**config.mk**
```make
export PLATFORM = sky130hd
export DESIGN_NAME = jk_bank_arbiter_flat
export DESIGN_NICKNAME = d
export VERILOG_FILES = /design/src/rtl/jk_bank_arbiter_if.sv /design/src/rtl/jk_bank_arbiter.sv /design/src/flat_wrapper.sv
export SDC_FILE = /design/constraint.sdc
export NUM_CORES = 1
export LEC_CHECK = 0
export ABC_AREA = 1
export CELL_PAD_IN_SITES_DETAIL_PLACEMENT = 0
export CELL_PAD_IN_SITES_GLOBAL_PLACEMENT = 1
export CORE_MARGIN = 3
export CORE_UTILIZATION = 33
export DETAILED_ROUTE_END_ITERATION = 10
export PLACE_DENSITY = 0.78
export SYNTH_ARGS = -nofsm -noshare
export SYNTH_HDL_FRONTEND = slang
export SYNTH_SLANG_ARGS = --single-unit
```
**constraint.sdc**
```tcl
create_clock -name Clock -period 1.8 [get_ports Clock]
set_input_delay 0.45 -clock Clock [delete_from_list [all_inputs] [get_ports Clock]]
set_output_delay 0.45 -clock Clock [all_outputs]
set_load 0.02 [all_outputs]
```
**src/rtl/jk_bank_arbiter_if.sv**
```systemverilog
// Request/acknowledge bundle between two requesters and the JK bank arbiter.
interface jk_bank_arbiter_if #(
    parameter int unsigned IDX_W = 2
);
    logic             req_a;
    logic             req_b;
    logic [1:0]       op_a;
    logic [1:0]       op_b;
    logic [IDX_W-1:0] idx_a;
    logic [IDX_W-1:0] idx_b;
    logic             ack_a;
    logic             ack_b;
    logic             err;
    logic             busy;
    logic             grant_b;

    modport master (
        output req_a, req_b, op_a, op_b, idx_a, idx_b,
        input  ack_a, ack_b, err, busy, grant_b
    );

    modport slave (
        input  req_a, req_b, op_a, op_b, idx_a, idx_b,
        output ack_a, ack_b, err, busy, grant_b
    );
endinterface

```
**src/rtl/jk_bank_arbiter.sv**
```systemverilog
// Two-requester arbiter that sequences single-cell JK commands onto a JK bank.
// Optional macro JKARB_FIXED_PRIO_EN: requester A always wins a tie (default round-robin).
module jk_bank_arbiter #(
    parameter int unsigned WIDTH = 4,
    parameter int unsigned IDX_W = 2
) (
    input  logic             Clock,
    input  logic             Resetn,
    jk_bank_arbiter_if.slave bus,
    output logic [WIDTH-1:0] Q,
    output logic [WIDTH-1:0] QN
);

    typedef enum logic [1:0] {
        IDLE  = 2'd0,
        APPLY = 2'd1,
        ACK   = 2'd2
    } state_t;

    state_t state;
    state_t state_nxt;

    logic [1:0]       op_q;
    logic [IDX_W-1:0] idx_q;
    logic             grant_q;
    logic [WIDTH-1:0] q_q;
    logic             ack_a_q;
    logic             ack_b_q;
    logic             err_q;
    logic             busy_q;

    logic [1:0]       op_d;
    logic [IDX_W-1:0] idx_d;
    logic             grant_d;
    logic [WIDTH-1:0] q_d;
    logic             ack_a_d;
    logic             ack_b_d;
    logic             err_d;
    logic             busy_d;
    logic [WIDTH-1:0] j_vec;
    logic [WIDTH-1:0] k_vec;
    logic             in_range;

    // A requester is still holding req during its own ack cycle; that is not a new request.
    logic eff_a;
    logic eff_b;
    logic win_b;

    assign eff_a = bus.req_a & ~ack_a_q;
    assign eff_b = bus.req_b & ~ack_b_q;

`ifdef JKARB_FIXED_PRIO_EN
    assign win_b = eff_b & ~eff_a;
`else
    assign win_b = eff_b & (~eff_a | ~grant_q);
`endif

    // State register
    always_ff @(posedge Clock or negedge Resetn) begin
        if (!Resetn) state <= IDLE;
        else         state <= state_nxt;
    end

    // Next-state logic
    always_comb begin
        state_nxt = state;
        case (state)
            IDLE:    if (eff_a || eff_b) state_nxt = APPLY;
            APPLY:   state_nxt = ACK;
            ACK:     state_nxt = IDLE;
            default: state_nxt = IDLE;
        endcase
    end

    // Output logic: next values of the registered outputs and the command latch
    always_comb begin
        op_d     = op_q;
        idx_d    = idx_q;
        grant_d  = grant_q;
        q_d      = q_q;
        ack_a_d  = 1'b0;
        ack_b_d  = 1'b0;
        err_d    = 1'b0;
        j_vec    = '0;
        k_vec    = '0;
        in_range = 32'(idx_q) < WIDTH;
        busy_d   = (state != IDLE) || (state_nxt != IDLE);
        case (state)
            IDLE: begin
                if (state_nxt == APPLY) begin
                    grant_d = win_b;
                    op_d    = win_b ? bus.op_b  : bus.op_a;
                    idx_d   = win_b ? bus.idx_b : bus.idx_a;
                end
            end
            APPLY: begin
                for (int unsigned i = 0; i < WIDTH; i++) begin
                    if (in_range && (idx_q == IDX_W'(i))) begin
                        j_vec[i] = op_q[1];
                        k_vec[i] = op_q[0];
                    end
                end
                q_d = (j_vec & ~q_q) | (~k_vec & q_q);
            end
            ACK: begin
                ack_a_d = ~grant_q;
                ack_b_d = grant_q;
                err_d   = ~in_range;
            end
            default: ;
        endcase
    end

    // Output and command registers; last-grant resets to B so A wins the first tie
    always_ff @(posedge Clock or negedge Resetn) begin
        if (!Resetn) begin
            op_q    <= 2'b00;
            idx_q   <= '0;
            grant_q <= 1'b1;
            q_q     <= '0;
            ack_a_q <= 1'b0;
            ack_b_q <= 1'b0;
            err_q   <= 1'b0;
            busy_q  <= 1'b0;
        end else begin
            op_q    <= op_d;
            idx_q   <= idx_d;
            grant_q <= grant_d;
            q_q     <= q_d;
            ack_a_q <= ack_a_d;
            ack_b_q <= ack_b_d;
            err_q   <= err_d;
            busy_q  <= busy_d;
        end
    end

    assign bus.ack_a   = ack_a_q;
    assign bus.ack_b   = ack_b_q;
    assign bus.err     = err_q;
    assign bus.busy    = busy_q;
    assign bus.grant_b = grant_q;
    assign Q           = q_q;
    assign QN          = ~q_q;

endmodule

```
**src/flat_wrapper.sv**
```systemverilog
// flat-port wrapper written by rule: the top's interface ports become plain ports
module jk_bank_arbiter_flat 
#(
    parameter int unsigned WIDTH = 4,
    parameter int unsigned IDX_W = 2
)
  (Clock, Resetn, Q, QN, bus_req_a, bus_req_b, bus_op_a, bus_op_b, bus_idx_a, bus_idx_b, bus_ack_a, bus_ack_b, bus_err, bus_busy, bus_grant_b);
  jk_bank_arbiter_if #(.IDX_W(IDX_W)) bus_i ();
  input  logic Clock;
  input  logic Resetn;
  output logic [WIDTH-1:0] Q;
  output logic [WIDTH-1:0] QN;
  input wire logic [$bits(bus_i.req_a)-1:0] bus_req_a;
  input wire logic [$bits(bus_i.req_b)-1:0] bus_req_b;
  input wire logic [$bits(bus_i.op_a)-1:0] bus_op_a;
  input wire logic [$bits(bus_i.op_b)-1:0] bus_op_b;
  input wire logic [$bits(bus_i.idx_a)-1:0] bus_idx_a;
  input wire logic [$bits(bus_i.idx_b)-1:0] bus_idx_b;
  output wire logic [$bits(bus_i.ack_a)-1:0] bus_ack_a;
  output wire logic [$bits(bus_i.ack_b)-1:0] bus_ack_b;
  output wire logic [$bits(bus_i.err)-1:0] bus_err;
  output wire logic [$bits(bus_i.busy)-1:0] bus_busy;
  output wire logic [$bits(bus_i.grant_b)-1:0] bus_grant_b;
  assign bus_i.req_a = bus_req_a;
  assign bus_i.req_b = bus_req_b;
  assign bus_i.op_a = bus_op_a;
  assign bus_i.op_b = bus_op_b;
  assign bus_i.idx_a = bus_idx_a;
  assign bus_i.idx_b = bus_idx_b;
  assign bus_ack_a = bus_i.ack_a;
  assign bus_ack_b = bus_i.ack_b;
  assign bus_err = bus_i.err;
  assign bus_busy = bus_i.busy;
  assign bus_grant_b = bus_i.grant_b;
  jk_bank_arbiter #(.WIDTH(WIDTH), .IDX_W(IDX_W)) u_core (.Clock(Clock), .Resetn(Resetn), .bus(bus_i), .Q(Q), .QN(QN));
endmodule
```
# Word level (Yosys, flattened, before mapping)
# Cells that the tools add are included.
word_totals:
  register_bits: 14
  in_bits: 12
  out_inout_bits: 13
  elab_cells: 56
op_classes:
  n_eq_ne: 6
  muxes: 22
  bitwise_logic: 13
  reduce_logical: 7
op_table:
  columns: ["op", "n"]
  rows:
  - ["1-bit two-way mux", 18]
  - ["4-bit bitwise AND", 2]
  - ["4-bit inverter", 2]
  - ["2-bit by 1-bit == test with 1-bit output, second input constant", 3]
  - ["2-bit == test, second input constant", 3]
  - ["2-bit two-way mux", 3]
  - ["2-bit zero test", 2]
  - ["1-bit inverter", 4]
  - ["4-bit OR", 1]
  - ["2-bit case mux with 2 select lines", 1]
  - ["2-bit nonzero test", 2]
  - ["1-bit bitwise AND", 3]
  - ["1-bit logical OR", 2]
  - ["2-bit AND reduction", 1]
  - ["1-bit OR", 1]

# Depth between registers and ports, before layout
depth:
  ltp_word: 7
  depth_mapped: 6
  ltp_nobuf: 6

# Least setup slack after synthesis
# Ideal clock, no wire load.
synth_timing:
  kind: "register -> register"
  startpoint: "register u_core.grant_q, in the netlist u_core.bus.grant_b"
  endpoint: "register u_core.idx_q[0]"
  setup_ns: 0.117
  t_arrival_ns: 0.990
  required_ns: 1.683
  setup_slack_ns: 0.693
  path_stages_with_launch: 6
  path_buffers: 0
  period_less_slack_ns: 1.107
  path_cell_list: "dfstp_2 nand3_2 nand2_2 nand2_1 nand3_1 nand2_1"
synth_via:
  elab_chain_len: 4
synth_lines:
  columns: ["element", "line", "text"]
  rows:
  - ["start: declaration", "jk_bank_arbiter.sv:25", "logic grant_q;"]
  - ["start signal: assignment", "jk_bank_arbiter.sv:128", "grant_q <= grant_d;"]
  - ["1-bit inverter", "jk_bank_arbiter.sv:55", "assign win_b = eff_b & (~eff_a | ~grant_q);"]
  - ["1-bit OR", "jk_bank_arbiter.sv:55", null]
  - ["1-bit bitwise AND", "jk_bank_arbiter.sv:55", null]
  - ["2-bit two-way mux", "jk_bank_arbiter.sv:93", "idx_d = win_b ? bus.idx_b : bus.idx_a;"]
  - ["end signal: assignment", "jk_bank_arbiter.sv:127", "idx_q <= idx_d;"]
  - ["end: declaration", "jk_bank_arbiter.sv:24", "logic [IDX_W-1:0] idx_q;"]
# No other way between the ends.
# A chain may end at the register's enable or synchronous reset.

# Worst setup path in the final report
layout_timing:
  startpoint: "register u_core.q_q[1], in the netlist u_core.Q[1]"
  endpoint: "output port Q[1]"
layout_lines:
  columns: ["element", "line", "text"]
  rows:
  - ["start: declaration", "jk_bank_arbiter.sv:26", "logic [WIDTH-1:0] q_q;"]
  - ["start signal: assignment", "jk_bank_arbiter.sv:129", "q_q <= q_d;"]
  - ["end: declaration", "flat_wrapper.sv:11", "output logic [WIDTH-1:0] Q;"]
# No word-level cell between the ends.

==> metrics.md <==
| Metric | Value |
|---|---|
| Avg Cell Area, Syn | roughly 8.1 sq um |
| Drt first pass iters | 4 |
| Path type of the worst min-delay path | in -> async |
| Max-capacitance violation count | 0 |
| Commonest non-fill, non-tap cell in the layout | nand2_1 |
| Fmax | 588.7 MHz |
| RSZ-0062 raised after global routing | no |
| Synth warnings | 0 |
| Worst path bufs/invs | 1 |
| Critical path data arrival time | 1.25 ns |
| Final critical-path share of the clock period | 0.9437 |
| Cell accounting for the most synthesized area | dfrtp_1 |
| Kind of critical path | reg -> out |
| Clock slew at reported path FFs | 0.08 ns |
| Nets | 128 |
| Number of synthesized register bits | 14 |
| Final Max Tran Viols | 0 |
| Vias in the first global route | 572 |
| Dpl hpwl | ~1100 microns |
| Top cells by area, synth | dfrtp_1 (45%), nand2_1 (13%), inv_1 (8.9%) |
| CTS root buf | clkbuf_4 |
| Die height | 52.61 microns |
| Reg-to-Reg Start | u_core.bus.grant_b |
| RePlAce Congestion | between 0.7 and 0.8 |
| Final Hold Slack | 0.4719 ns |
| R2R Path End | u_core.idx_q[1] |
| Global-route wire length before repair | 2339 microns |
| Design area | ~1000 sq um |
| Htree depth | 1 |
| Cts repair resizes | 6 |
| Most frequent cells in the layout | nand2_1 (24), inv_1 (17), clkdlybuf4s50_1 (17) |
| Initial antenna violation count | 0 |
| Worst path slowest cell | clkdlybuf4s50_1 |
| Hold buffer count at CTS | 0 |
| Register area share after synthesis | 0.4904 |
| Rows | 16 |
| Clk_lat worst skew | 0.27 ns |
| Synth Cell Area | about 700 sq um |
| Yosys cell types | 17 |
| Cell Pwr Density | 1565 nW/um^2 |
| Crit path max-delay family | buffers and inverters |
| Non-Filler Instances | between 100 and 150 |
| # setup viols final | 0 |
| Worst setup EP type | primary output |
| Placed cell count | approximately 140 |
| Syn_nets | 100 |
| CTS tree | done |
| Total clock buffers created by CTS | 3 |
| Crit path time final | ~1.7 ns |
| Req. time, crit path | between 1 and 1.5 ns |
| Leak | just over 0.5 nW |
| Layout cells sized above 1 | 0.1478 |
| Post-DP Area | approximately 980 sq um |
| Pre-CTS setup slack | 0.1843 ns |
| Gr usage total | 0.1176 |
| Worst path max stage delay | ~0.61 ns |
| Max IR drop VDD | roughly 630 uV |
| Worst-path cell chain | clkdlybuf4s50_1 |
| Core Area | around 2000 sq um |
| Gate Count Post-Synth | 88 |
| CTS Buffer Depth | 2 |
| TritonCTS Sinks | 14 |
| IO Port Bufs | 23 |
| Full die area | about 2800 sq um |
| Hold Vio Cnt, Final | 0 |
| Drt via density | ~4.3 |
| Worst R2R Setup Slack | 0.68 ns |
| Outcome | finished clean |
| Vias post-DR | ~610 |
| Drt wl/cell | about 9.5 microns |
| Drt first-iter violations | 11 |
| Setup ws final | between 0.1 and 0.15 ns |
| Crit path max fanout | 3 |
| Largest net degree at the start of global routing | 15 |
| DRC violations left | 0 |
| Grt total ovfl | 0 |
| Die Width | approximately 53 microns |
| # Post-CTS Setup Buffers | 0 |
| Startpoint types | flop |
| Initial core utilization | 0.3581 |
| Remaining antenna violation count | 0 |
| Worst Setup SP | u_core.Q[1] |
| Routed wire length | around 1300 microns |
| Worst Skew | between 0.005 and 0.006 ns |
| Number of cells on the worst reg-to-reg path | 5 |
| Setup TNS | 0 ns |
| Synth top area share | 0.4538 |
| P&R area growth vs syn | 39.44% |
| Antenna Cells | 0 |
| Ports | 25 |
[kinds of logic (layout without fill, tap and decap cells)]
family | after synthesis | in the layout | share of synthesized area
DFF | 14 | 14 | 0.4904
AOI/OAI and AO/OA | 6 | 6 | 0.05759
and+or+nand+nor | 47 | 47 | 0.3368
other | 1 | 1 | 0.005231
buffers and inverters | 20 | 47 | 0.1100
[how the worst max path moves through the flow]
| stage | slack [ns] | cells past startpoint | endpoint |
|---|---|---|---|
| after floorplan | 0.69 | 5 | u_core.idx_q[0] |
| after global placement | 0.19 | 1 | bus_grant_b |
| after detailed placement | 0.18 | 1 | bus_grant_b |
| after CTS | 0.08 | 1 | Q[1] |
| after global routing | 0.03 | 1 | Q[0] |
| final | 0.10 | 1 | Q[1] |
[flip-flops by register name, indices dropped and copies added (netlist names)]
name / count
u_core.bus.ack_a: 1
u_core.op_q: 2
u_core.bus.grant_b: 1
u_core.state: 2
u_core.bus.ack_b: 1
u_core.bus.busy: 1
u_core.Q: 4
u_core.idx_q: 2
[cell type report]
cell class / instances / area (sq um)
clock buffer: 4 / 26.28
fill: 220 / 1002
inverter: 19 / 71.32
multi-input combinational: 54 / 286.5
sequential: 14 / 351.6
tap: 27 / 33.78
timing repair buffer: 24 / 230.2
[stage by stage]
step	util	total power, W
after CTS	0.4994	0.001594
after global placement	0.4900	0.001430
final	0.4994	0.001565
after detailed placement	0.4900	0.001444
after global routing	0.4994	0.001720
after floorplan	-	0.001098
[layer usage]
| metal | GRT usage | share of wire | up-vias |
|---|---|---|---|
| li1 | - | - | 330 |
| met1 | 0.1331 | 0.44 | 257 |
| met2 | 0.1901 | 0.48 | 20 |
| met3 | 0.03419 | 0.073 | 2 |
| met4 | 0.07660 | 0.0059 | 0 |
| met5 | 0 | 0 | - |
[cells in the mapped netlist (all sizes together)]
library cell  instances
nand2                27
inv                  19
dfrtp                13
nand3                11
o21ai                 5
nand4                 4
and3                  2
nor2                  2
a21oi                 1
buf                   1
conb                  1
dfstp                 1
nor3                  1
[where the power goes]
part | total (W) | internal (W) | switching, W
Combinational | 0.000795 | 0.000323 | 0.000472
Clock | 0.000180 | 0.0000858 | 0.0000937
Sequential | 0.000590 | 0.000466 | 0.000124
Total | 0.00156 | 0.000875 | 0.000690
Note: power is estimated with default switching activity, not from simulation.
